[config.mk]
export PLATFORM = sky130hd
export DESIGN_NAME = wb_write_arbiter_flat
export DESIGN_NICKNAME = d
export VERILOG_FILES = /design/src/rtl/wb_write_arbiter_if.sv /design/src/rtl/wb_write_arbiter.sv /design/src/flat_wrapper.sv
export SDC_FILE = /design/constraint.sdc
export NUM_CORES = 1
export LEC_CHECK = 0
export CORE_ASPECT_RATIO = 0.9
export CORE_MARGIN = 4
export CORE_UTILIZATION = 30
export DETAILED_ROUTE_END_ITERATION = 12
export GPL_TIMING_DRIVEN = 0
export HOLD_SLACK_MARGIN = 0.15
export PLACE_DENSITY_LB_ADDON = 0.3
export SYNTH_ARGS = -nofsm -noshare
export SYNTH_HDL_FRONTEND = slang
export SYNTH_SLANG_ARGS = --single-unit
[constraint.sdc]
create_clock -name clk -period 5.97 [get_ports clk]
set_clock_uncertainty 0.1 [all_clocks]
set_input_delay 1.4925 -clock clk [delete_from_list [all_inputs] [get_ports clk]]
set_output_delay 1.4925 -clock clk [all_outputs]
set_load 0.005 [all_outputs]
[src/rtl/wb_write_arbiter_if.sv]
// Bus bundle for the register-file write-port arbiter: pipeline WB write, MDU
// issue/result handshake, merged write port and status outputs.
interface wb_write_arbiter_if #(
    parameter int unsigned DEPTH = 4
);
    logic                      pipe_we;
    logic [4:0]                pipe_waddr;
    logic [31:0]               pipe_wdata;
    logic                      mdu_issue;
    logic [4:0]                mdu_issue_dst;
    logic                      mdu_valid;
    logic                      mdu_ready;
    logic [4:0]                mdu_waddr;
    logic [31:0]               mdu_wdata;
    logic                      rf_we;
    logic [4:0]                rf_waddr;
    logic [31:0]               rf_wdata;
    logic [31:0]               busy_mask;
    logic                      pipe_stall;
    logic [$clog2(DEPTH):0]    fifo_count;
    logic                      err;

    modport slave (
        input  pipe_we, pipe_waddr, pipe_wdata,
        input  mdu_issue, mdu_issue_dst,
        input  mdu_valid, mdu_waddr, mdu_wdata,
        output mdu_ready,
        output rf_we, rf_waddr, rf_wdata,
        output busy_mask, pipe_stall, fifo_count, err
    );

    modport master (
        output pipe_we, pipe_waddr, pipe_wdata,
        output mdu_issue, mdu_issue_dst,
        output mdu_valid, mdu_waddr, mdu_wdata,
        input  mdu_ready,
        input  rf_we, rf_waddr, rf_wdata,
        input  busy_mask, pipe_stall, fifo_count, err
    );
endinterface

[src/rtl/wb_write_arbiter.sv]
// Sole driver of the register-file write port: pipeline WB writes always win,
// MUL/DIV results queue in a FIFO, with a busy scoreboard and starvation stall.
module wb_write_arbiter #(
    parameter int unsigned DEPTH        = 4,
    parameter int unsigned STARVE_LIMIT = 8
) (
    input logic               clk,
    input logic               reset,
    wb_write_arbiter_if.slave bus
);
    localparam int unsigned AW = $clog2(DEPTH);
    localparam int unsigned CW = AW + 1;
    localparam int unsigned SW = $clog2(STARVE_LIMIT + 1);

    logic [4:0]    q_addr [DEPTH];
    logic [31:0]   q_data [DEPTH];
    logic [AW-1:0] rd_ptr;
    logic [AW-1:0] wr_ptr;
    logic [CW-1:0] count;
    logic [31:0]   busy;
    logic [31:0]   busy_next;
    logic [SW-1:0] starve_cnt;
    logic          stall_q;
    logic          err_q;
    logic          err_next;
    logic          pipe_hit;
    logic          empty;
    logic          full;
    logic          ready;
    logic          push;
    logic          pop;
    logic [4:0]    head_addr;
    logic [31:0]   head_data;

    assign pipe_hit  = bus.pipe_we && (bus.pipe_waddr != '0);
    assign empty     = (count == '0);
    assign full      = (count == CW'(DEPTH));
    assign ready     = !full && !reset;
    assign push      = bus.mdu_valid && ready;
    assign pop       = !pipe_hit && !empty;
    assign head_addr = q_addr[rd_ptr];
    assign head_data = q_data[rd_ptr];

    assign bus.mdu_ready  = ready;
    assign bus.busy_mask  = busy;
    assign bus.pipe_stall = stall_q;
    assign bus.fifo_count = count;
    assign bus.err        = err_q;

    // Write-port mux; a popped entry addressed to $0 still drains but writes nothing.
    always_comb begin
        bus.rf_we    = 1'b0;
        bus.rf_waddr = '0;
        bus.rf_wdata = '0;
        if (!reset) begin
            if (pipe_hit) begin
                bus.rf_we    = 1'b1;
                bus.rf_waddr = bus.pipe_waddr;
                bus.rf_wdata = bus.pipe_wdata;
            end else if (!empty && head_addr != '0) begin
                bus.rf_we    = 1'b1;
                bus.rf_waddr = head_addr;
                bus.rf_wdata = head_data;
            end
        end
    end

    // Clear from the pop is applied before the set from a same-cycle issue.
    always_comb begin
        busy_next = busy;
        if (pop && head_addr != '0)
            busy_next[head_addr] = 1'b0;
        if (bus.mdu_issue && bus.mdu_issue_dst != '0)
            busy_next[bus.mdu_issue_dst] = 1'b1;
        busy_next[0] = 1'b0;
    end

    always_comb begin
        err_next = err_q;
        if (bus.mdu_issue && bus.mdu_issue_dst != '0 && busy[bus.mdu_issue_dst])
            err_next = 1'b1;
        if (pipe_hit && (busy[bus.pipe_waddr] || stall_q))
            err_next = 1'b1;
    end

    always_ff @(posedge clk) begin
        if (push) begin
            q_addr[wr_ptr] <= bus.mdu_waddr;
            q_data[wr_ptr] <= bus.mdu_wdata;
        end
    end

    always_ff @(posedge clk or posedge reset) begin
        if (reset) begin
            rd_ptr <= '0;
            wr_ptr <= '0;
            count  <= '0;
            busy   <= '0;
            err_q  <= 1'b0;
        end else begin
            if (push)
                wr_ptr <= wr_ptr + 1'b1;
            if (pop)
                rd_ptr <= rd_ptr + 1'b1;
            count <= count + CW'(push) - CW'(pop);
            busy  <= busy_next;
            err_q <= err_next;
        end
    end

    // Nonempty FIFO without a pop implies the pipeline held the port this cycle.
    always_ff @(posedge clk or posedge reset) begin
        if (reset) begin
            starve_cnt <= '0;
            stall_q    <= 1'b0;
        end else begin
            stall_q <= 1'b0;
            if (empty || pop) begin
                starve_cnt <= '0;
            end else if (starve_cnt == SW'(STARVE_LIMIT - 1)) begin
                starve_cnt <= '0;
                stall_q    <= 1'b1;
            end else begin
                starve_cnt <= starve_cnt + 1'b1;
            end
        end
    end
endmodule

[src/flat_wrapper.sv]
// flat-port wrapper written by rule: the top's interface ports become plain ports
module wb_write_arbiter_flat 
#(
    parameter int unsigned DEPTH        = 4,
    parameter int unsigned STARVE_LIMIT = 8
)
  (clk, reset, bus_pipe_we, bus_pipe_waddr, bus_pipe_wdata, bus_mdu_issue, bus_mdu_issue_dst, bus_mdu_valid, bus_mdu_waddr, bus_mdu_wdata, bus_mdu_ready, bus_rf_we, bus_rf_waddr, bus_rf_wdata, bus_busy_mask, bus_pipe_stall, bus_fifo_count, bus_err);
  wb_write_arbiter_if #(.DEPTH(DEPTH)) bus_i ();
  input logic clk;
  input logic reset;
  input wire logic [$bits(bus_i.pipe_we)-1:0] bus_pipe_we;
  input wire logic [$bits(bus_i.pipe_waddr)-1:0] bus_pipe_waddr;
  input wire logic [$bits(bus_i.pipe_wdata)-1:0] bus_pipe_wdata;
  input wire logic [$bits(bus_i.mdu_issue)-1:0] bus_mdu_issue;
  input wire logic [$bits(bus_i.mdu_issue_dst)-1:0] bus_mdu_issue_dst;
  input wire logic [$bits(bus_i.mdu_valid)-1:0] bus_mdu_valid;
  input wire logic [$bits(bus_i.mdu_waddr)-1:0] bus_mdu_waddr;
  input wire logic [$bits(bus_i.mdu_wdata)-1:0] bus_mdu_wdata;
  output wire logic [$bits(bus_i.mdu_ready)-1:0] bus_mdu_ready;
  output wire logic [$bits(bus_i.rf_we)-1:0] bus_rf_we;
  output wire logic [$bits(bus_i.rf_waddr)-1:0] bus_rf_waddr;
  output wire logic [$bits(bus_i.rf_wdata)-1:0] bus_rf_wdata;
  output wire logic [$bits(bus_i.busy_mask)-1:0] bus_busy_mask;
  output wire logic [$bits(bus_i.pipe_stall)-1:0] bus_pipe_stall;
  output wire logic [$bits(bus_i.fifo_count)-1:0] bus_fifo_count;
  output wire logic [$bits(bus_i.err)-1:0] bus_err;
  assign bus_i.pipe_we = bus_pipe_we;
  assign bus_i.pipe_waddr = bus_pipe_waddr;
  assign bus_i.pipe_wdata = bus_pipe_wdata;
  assign bus_i.mdu_issue = bus_mdu_issue;
  assign bus_i.mdu_issue_dst = bus_mdu_issue_dst;
  assign bus_i.mdu_valid = bus_mdu_valid;
  assign bus_i.mdu_waddr = bus_mdu_waddr;
  assign bus_i.mdu_wdata = bus_mdu_wdata;
  assign bus_mdu_ready = bus_i.mdu_ready;
  assign bus_rf_we = bus_i.rf_we;
  assign bus_rf_waddr = bus_i.rf_waddr;
  assign bus_rf_wdata = bus_i.rf_wdata;
  assign bus_busy_mask = bus_i.busy_mask;
  assign bus_pipe_stall = bus_i.pipe_stall;
  assign bus_fifo_count = bus_i.fifo_count;
  assign bus_err = bus_i.err;
  wb_write_arbiter #(.DEPTH(DEPTH), .STARVE_LIMIT(STARVE_LIMIT)) u_core (.clk(clk), .reset(reset), .bus(bus_i));
endmodule
### After elaboration in Yosys (flattened, before gate mapping)

Memories as Yosys holds them, arrays and structs flattened.
Index checks and enable logic that the tools add are counted.

* add/subtract/negate cells: 5
* $lt $le $gt $ge: 5
* equality and inequality tests: 2
* mux-type cells: 27
* bitwise logic cells: 3
* reduce and logical (&&, ||, !) cells: 22

Operator list (number)
* 2-to-1 mux 32 bit: 5
* bitwise AND 32 bit: 1
* inverter 32 bit: 1
* bitwise OR 32 bit: 1
* < comparator 5 x 6 -> 1 bit (second input constant): 3
* 2-to-1 mux 5 bit: 3
* nonzero test 5 bit: 3
* 2-to-1 mux 1 bit: 13
* logical AND 1 bit: 11
* binary-select mux 1 bit (select 5 bit): 2
* demux 1 bit (select 5 bit): 2
* >= comparator 5 x 1 -> 1 bit (second input constant): 2
* 2-to-1 mux 4 bit: 2
* adder 2 x 1 -> 2 bit (second input constant): 2
* adder 4 x 1 -> 4 bit (second input constant): 1
* equality test 4 x 3 -> 1 bit (second input constant): 1
* zero test 1 bit: 4
* adder 3 x 1 -> 3 bit: 1
* equality test 3 bit (second input constant): 1
* zero test 3 bit: 1
* subtractor 3 x 1 -> 3 bit: 1
* logical OR 1 bit: 2
* nonzero test 2 bit: 1

* flip-flop bits (word level): 44
* memory bits (writable): 148
* input port bits: 84
* output and inout port bits: 76
* logic and storage cells: 73
* memories kept: 2

Memory list
* u_core.q_data: words 4, bits a word 32, read ports 1, clocked after Yosys merged registers in 0, wr ports 1, line wb_write_arbiter.sv:16 `logic [31:0] q_data [DEPTH];`
* u_core.q_addr: words 4, bits a word 5, read ports 1, clocked after Yosys merged registers in 0, wr ports 1, line wb_write_arbiter.sv:15 `logic [4:0] q_addr [DEPTH];`

### Longest topological paths before layout

Gate-level depths: netlist (run 1).
An unclocked memory read counts as a cell.

* depth after elaboration: 10
* depth in mapped cells: 10
* depth with buffers taken out: 9

### Least setup slack after synthesis (run 1)

OpenSTA, ideal clock, no wires.

* path type: input -> output
* from: in bus_pipe_waddr[3]
* to: out bus_rf_waddr[3]
* data arrival time: 2.844 ns
* slack: 1.533 ns
* stages: 6
* path buffers: 1
* cell sequence: or2_1 o41a_1 clkbuf_1 nor2_1 nand2_1 a21oi_1

* longest elaborated chain between the ends: 4

Ends and longest elaborated chain
* start, declared: line flat_wrapper.sv:12 `input wire logic [$bits(bus_i.pipe_waddr)-1:0] bus_pipe_waddr;`
* nonzero test 5 bit: line wb_write_arbiter.sv:35 `assign pipe_hit = bus.pipe_we && (bus.pipe_waddr != '0);`
* logical AND 1 bit: line wb_write_arbiter.sv:35
* 2-to-1 mux 5 bit (*): line wb_write_arbiter.sv:56 `if (pipe_hit) begin`
* 2-to-1 mux 5 bit (*): line wb_write_arbiter.sv:55 `if (!reset) begin`
* end, declared: line flat_wrapper.sv:21 `output wire logic [$bits(bus_i.rf_waddr)-1:0] bus_rf_waddr;`

Mark *: on every way between the ends. The rest lies on a longest branch, timed or not.

### Final worst setup path (run 1)

* from: in bus_pipe_waddr[3]
* to: out bus_rf_wdata[0]

* longest elaborated chain between the ends: 4

Ends and longest elaborated chain
* nonzero test 5 bit: line wb_write_arbiter.sv:35
* logical AND 1 bit: line wb_write_arbiter.sv:35
* 2-to-1 mux 32 bit: line wb_write_arbiter.sv:56
* 2-to-1 mux 32 bit: line wb_write_arbiter.sv:55
* end, declared: line flat_wrapper.sv:22 `output wire logic [$bits(bus_i.rf_wdata)-1:0] bus_rf_wdata;`

No other way between the ends.

==> summary.md, run 1 <==
| Metric | Value |
|---|---|
| Status | finished, final reports clean |
| Min Tclk post-route | just under 6 ns |
| Final Wtd Congestion | roughly 0.84 |
| PortBufs | about 160 |
| Worst EP required | between 4 and 5 ns |
| DP HPWL | 15500 um |
| Setup CP Type | input port to output pin |
| Overall overflow remaining after global route | 0 |
| WL per Instance | 20.2 um |
| Combinational power share | around a third |
| Clock Latency Late Sink | 0.43 ns |
| Pin count of the biggest net entering global routing | 39 |
| Peak VDD IR | approximately 0.0002 V |
| H-tree levels | 4 |
| Clock Sinks | between 150 and 200 |
| Global Route Usage Sum | 14.3% |
| Clock tree from TritonCTS | yes |
| Post-synth ARST share | between 20% and 30% |
| Worst hold margin | 0.384 ns |
| Unique masters post-synth | 50 |
| #FFs+latches synth | ~190 |
| Vias per cell | ~5.1 |
| Via count | around 5500 |
| Number of synthesized flops with an enable pin | approximately 150 |
| DRC | 0 |
| CTS Buf Count | 17 |
| Root Buffer | clkbuf_16 |
| Mapped Area | around 8400 um^2 |
| Count leader, synth | edfxtp_1 |
| TritonRoute pass-1 iters | 5 |
| Met2 wire length | 9910 um |
| Critical path endpoint category | output pin |
| Full die area | between 30000 and 40000 um^2 |
| Fraction of layout cells with a size suffix above 1 | 14.8% |
| Switching power total | between 1.5 and 2 mW |
| Yosys top cell area share | 53.1% |
| FF-to-FF setup slack | about 3.4 ns |
| Period utilisation layout | 97.2% |
| Setup violations, final | 0 |
| Area growth syn-to-layout | 33.0% |
| Pwr/cell area | 419 nW/um^2 |
| Drt first-iter violations | just under 500 |
| Final nets | between 800 and 900 |
| Io pins | 160 |
| Final hold vios | 0 |
| Slowest stage delay, CP | around 0.56 ns |
| Setup crit start kind | input port |
| Core area | between 20000 and 30000 um^2 |
| Count of mapped cells out of synthesis | 539 |
| Yosys Warn Count | 0 |
| Die Width | 184 um |
| Cell Chain, Critical Path | clkdlybuf4s50_1 > or2_1 > o41a_1 > a211oi_4 > buf_6 > a22oi_1 > nor2_1 > clkdlybuf4s50_1 |
| Clock buffer depth | 2 |
| Die span in y | between 150 and 200 um |
| Area contributors post-synth | edfxtp_1 53%, dfrtp_1 13%, mux4_2 12% |
| PnR worst setup slack | 0.170 ns |
| Fmax | roughly 170 MHz |
| Sw frac | around 33% |
| Leak Pwr | 3.81 nW |
| Crit-path max FO | 10 |
| First-pass GRT wire length | 33700 um |
| Slew HR | between 40 and 50% |
| Top cells by count, synth | 148 x edfxtp_1, 48 x o21ai_0, 44 x dfrtp_1, 44 x mux4_2, 44 x nor2_1 |
| CP max-delay cell | clkdlybuf4s50_1 |
| Prevailing post-synth register cell | edfxtp_1 |
| Initial antenna violation count | 2 |
| Crit path top cell by count | clkdlybuf4s50_1 |
| Sequential area share after synthesis | approximately two thirds |
| Placed insts | about 1100 |
| Initial core utilization | between 30% and 40% |
| Synthesized Nets | between 600 and 700 |
| Max cap viols | 0 |
| Hold_buf cts | 0 |
| Flop pwr share | about two fifths |
| Met3 WL | 1910 um |
| Post-synth top area cell | edfxtp_1 |
| Clk network pwr share | between 20 and 30% |
| Arr. time, crit path | approximately 4.2 ns |
| Max-slew violations | 0 |
| RSZ-0062 raised after global routing | false |
| Post-CTS Setup Inserts | 0 |
| HP Class | register to register |
| Cell Rows | 57 |
| Syn avg cell area | approximately 16 um^2 |
| Inserted Diodes | 0 |
| Vias in the first global route | 5611 |
| Internal power | ~3.1 mW |
| Clk slew on worst S/H paths | roughly 0.080 ns |
| WL met1 | between 9000 and 10000 um |
| Highest metal used | met5 |
| Aggregate routed wire length | between 20000 and 25000 um |
| Slew @ Worst Pin | approximately 0.88 ns |
| DP Worst Slack | -0.0837 ns |
| Post-route insts no fill | 1086 |
| DRT antenna net count | 0 |
[area by class of cell]
type | instances | area [um^2]
Buffer | 31 | 164
Inverter | 8 | 30.0
Timing Repair Buffer | 161 | 1670
Fill cell | 2548 | 16100
Sequential cell | 192 | 5550
Multi-Input combinational cell | 308 | 2640
Clock buffer | 17 | 425
Clock inverter | 15 | 210
Tap cell | 354 | 443
[through the flow]
stage / area [um^2] / utilization, % / power (mW) / setup TNS (ns)
after floorplan: 8370 / - / 2.74 / 0
after global placement: 10400 / 38.1 / 3.49 / -0.307
after detailed placement: 10500 / 38.5 / 3.51 / -0.300
after CTS: 11100 / 40.8 / 4.71 / 0
after global routing: 11100 / 40.9 / 4.93 / 0
final: 11100 / 40.9 / 4.66 / 0
[final timing paths]
| kind | from | end | depth (start not counted) |
|---|---|---|---|
| setup reg to reg | u_core.bus.fifo_count[1]$_DFF_PP0_ | u_core.bus.fifo_count[2]$_DFF_PP0_ | 8 |
| min in group asynchronous | reset | u_core.wr_ptr[0]$_DFFE_PP0P_ | 4 |
| max in group asynchronous | reset | u_core.bus.busy_mask[15]$_DFF_PP0_ | 5 |
| hold reg to reg | u_core.starve_cnt[0]$_DFF_PP0_ | u_core.starve_cnt[0]$_DFF_PP0_ | 1 |
| setup / recovery | bus_pipe_waddr[3] | bus_rf_wdata[0] | 8 |
| hold / removal | u_core.starve_cnt[0]$_DFF_PP0_ | u_core.starve_cnt[0]$_DFF_PP0_ | 1 |
[cell usage in the layout (no fill, tap or decap), types with 4 or more instances in the layout]
master	n
clkdlybuf4s50_1	156
edfxtp_1	148
o21ai_0	48
mux4_2	44
dfrtp_1	44
nor2_1	43
a22oi_1	32
nand2_1	20
clkbuf_16	17
o21ai_1	16
clkbuf_1	15
mux2i_1	14
nand3_1	10
a21oi_1	8
inv_1	7
buf_2	7
nor3_1	6
nand3b_1	6
ha_1	6
xnor2_1	5
inv_6	5
clkinv_8	5
or3_1	4
buf_6	4
and3_2	4
inv_12	4
buf_12	4
[power by group through the flow]
stage	sequential (mW)	clock (mW)	combinational, mW
3_3_place_gp	1.89	0	1.60
2_1_floorplan	1.85	0	0.897
4_1_cts	1.86	1.21	1.64
5_1_grt	1.89	1.27	1.77
6_report	1.86	1.19	1.61
3_5_place_dp	1.89	0	1.63
[worst max-delay path, delay by kind of cell]
| family | cells | cell delay (ns) |
|---|---|---|
| buffers and inverters | 3 | 1.26 |
| AOI/OAI and AO/OA | 3 | 0.98 |
| and+or+nand+nor | 2 | 0.46 |
[registers in the layout, summed over array words and instances (netlist names)]
register	count
u_core.bus.busy_mask	31
u_core.bus.err	1
u_core.bus.fifo_count	3
u_core.bus.pipe_stall	1
u_core.q_addr	20
u_core.q_data	128
u_core.rd_ptr	2
u_core.starve_cnt	4
u_core.wr_ptr	2
[routing by layer]
layer / GRT usage [%] / vias up
li1: - / 2512
met1: 20.9 / 2797
met3: 4.78 / 14
met5: 0 / -
met2: 21.4 / 214
met4: 2.28 / 4
[timing repair]
action	CTS	global route
setup endpoints to repair	11	26
pin swaps	0	1
gates resized for setup	2	2
[kinds of logic (layout without fill, tap and decap cells)]
group,count (synthesis),count (layout),synth area share [%]
and+or+nand+nor,111,111,6.42
buffers and inverters,39,232,2.30
xor gates and xnor gates,6,6,0.628
muxes,61,61,14.1
adders and majority gates,7,7,1.14
other,1,1,0.0448
AOI/OAI and AO/OA,122,122,9.08
DFF,192,192,66.3
Power figures use the tool's default switching activity.
==> run 2: changes to the inputs <==
Settings changed: CORE_ASPECT_RATIO 0.9 to not set, CTS_CLUSTER_SIZE set to 12, HOLD_SLACK_MARGIN 0.15 to not set.
==> summary.md, run 2 (synthesis results as in run 1) <==
| Metric | Value |
|---|---|
| Status | finished, final reports clean |
| TritonRoute pass-1 iters | 5 |
| Initial antenna violation count | 4 |
| Slew HR | 41.5% |
| Max-slew violations | 0 |
| Critical path endpoint category | output pin |
| Via count | 5433 |
| Crit path top cell by count | clkdlybuf4s50_1 |
| Cell Rows | 60 |
| Fmax | ~170 MHz |
| Slowest stage delay, CP | roughly 0.54 ns |
| Commonest non-fill, non-tap cell in the layout | clkdlybuf4s50_1 |
| Reg with most FFs | u_core.q_data |
| Aggregate routed wire length | 21700 um |
| Fraction of layout cells with a size suffix above 1 | ~15% |
| WHS Endpoint | u_core.starve_cnt[0]$_DFF_PP0_ |
| Crit-path leading delay family | buffers and inverters |
| Worst EP required | between 4 and 5 ns |
| Multi-input gate area | 2650 um^2 |
| Setup crit start kind | input port |
| Final Wtd Congestion | roughly 0.86 |
| WL per Instance | a little under 20 um |
| Drt first-iter violations | between 400 and 500 |
| Cell Chain, Critical Path | clkdlybuf4s50_1 > or2_1 > o41a_1 > a211oi_4 > buf_6 > a22oi_1 > nor2_1 > clkdlybuf4s50_1 |
| Setup CP Type | input port to output pin |
| Setup violations, final | 0 |
| HP Start | u_core.starve_cnt[0]$_DFF_PP0_ |
| DRC | 0 |
| Clock Sinks | 192 |
| Min Tclk post-route | just under 6 ns |
| Clock Latency Late Sink | about 0.43 ns |
| Worst Reg-to-Reg Cells | 6 |
| Clock buffer depth | 2 |
| Core area | approximately 27000 um^2 |
| Worst R2R Start | u_core.rd_ptr[0]$_DFFE_PP0P_ |
| Clock tree from TritonCTS | yes |
| Final hold vios | 0 |
| Global Route Usage Sum | approximately 14% |
| Final nets | just over 800 |
| PnR worst setup slack | between 0.1 and 0.15 ns |
| Pin count of the biggest net entering global routing | 40 |
| Max cap viols | 0 |
| Seq. cell area | 5550 um^2 |
| DRT antenna net count | 0 |
| Crit Reg-Reg Endpoint | u_core.bus.busy_mask[28]$_DFF_PP0_ |
| Max FFs per register | approximately 130 |
| Period utilisation layout | between 90 and 100% |
| Crit-path max FO | 10 |
| PortBufs | 156 |
| First-pass GRT wire length | 33600 um |
| CP max-delay cell | clkdlybuf4s50_1 |
| Leak Pwr | roughly 3.8 nW |
| Die span in y | roughly 170 um |
| Die Width | around 170 um |
| Initial core utilization | a little under a third |
| Vias in the first global route | roughly 5500 |
| Worst hold margin | 0.371 ns |
| Arr. time, crit path | roughly 4.2 ns |
| Critical path buffers and inverters | 3 |
| Post-CTS Setup Inserts | 0 |
| Hold Path Stages | 1 |
| Pwr/cell area | around 420 nW/um^2 |
| Peak VDD IR | ~0.00019 V |
| Area growth syn-to-layout | 33.6% |
| HP Class | register to register |
| CTS Buf Count | 17 |
| Full die area | between 30000 and 40000 um^2 |
| RSZ-0062 raised after global routing | false |
| Commonest cells after routing, fill and taps aside | 156 x clkdlybuf4s50_1, 148 x edfxtp_1, 48 x o21ai_0 |
| Slew @ Worst Pin | 0.877 ns |
| FILL cells | between 2000 and 3000 |
| Root Buffer | clkbuf_16 |
| Clk slew on worst S/H paths | approximately 0.080 ns |
| DP Worst Slack | -0.189 ns |
| Io pins | between 150 and 200 |
| DP HPWL | between 15000 and 20000 um |
| FF-to-FF setup slack | roughly 3.4 ns |
| Vias per cell | slightly below 5 |
| H-tree levels | 4 |
| Overall overflow remaining after global route | 0 |
-- run 2: metrics by stage --
stage	utilization, %	setup TNS [ns]	area (um^2)	instances	total power, mW
after global placement	38.2	-2.29	10400	1067	3.49
after detailed placement	38.6	-1.71	10500	1072	3.51
after global routing	41.1	0	11200	1104	4.97
final	41.1	0	11200	1105	4.69
after floorplan	-	0	8370	539	2.74
after CTS	41.1	0	11200	1104	4.75
-- run 2: power breakdown --
group          internal (mW)  leakage, nW  switching, mW  total (mW)
clock                  0.601        0.315          0.616        1.22
sequential              1.69         1.88          0.183        1.87
combinational          0.846         1.62          0.758        1.60
total                   3.13         3.82           1.56        4.69
-- run 2: routing by layer --
| layer | wire length (um) | global-route usage, % | vias to the layer above |
|---|---|---|---|
| li1 | - | - | 2508 |
| met2 | 10100 | 22.4 | 186 |
| met1 | 9640 | 19.4 | 2704 |
| met4 | 274 | 3.86 | 8 |
| met5 | 56 | 0 | - |
| met3 | 1660 | 4.52 | 27 |
-- run 2: repair_timing --
| item | in CTS | in global routing |
|---|---|---|
| pin swaps | 0 | 1 |
| gates resized for setup | 2 | 3 |
| gates cloned | 0 | 0 |
| hold buffers | 0 | 0 |
| setup endpoints to repair | 32 | 7 |
-- run 2: area by class of cell --
class	instances	area share [%]
antenna	1	0.0224
buffer	31	1.48
clock buffer	17	3.81
clock inverter	15	2.06
inverter	8	0.269
multi-input combinational	308	23.7
sequential	192	49.6
tap	372	4.17
timing repair buffer	161	14.9
-- run 2: worst max-delay path by stage --
stage | startpoint | end | slack, ns | cells after the start
6_report | bus_pipe_waddr[3] | bus_rf_wdata[1] | 0.14 | 8
5_1_grt | bus_pipe_waddr[3] | bus_rf_wdata[1] | 0.03 | 8
4_1_cts | bus_pipe_waddr[3] | bus_rf_waddr[0] | 0.01 | 8
3_5_place_dp | bus_pipe_waddr[3] | bus_rf_wdata[1] | -0.19 | 8
3_3_place_gp | bus_pipe_waddr[3] | bus_rf_wdata[1] | -0.20 | 8
2_1_floorplan | bus_pipe_waddr[3] | bus_rf_waddr[3] | 1.53 | 6
==> run 3: changes to the inputs <==
Settings changed: SKIP_LAST_GASP set to 1.
==> results of run 3 <==
Final layout, timing and power as in run 2 (identical DEF).
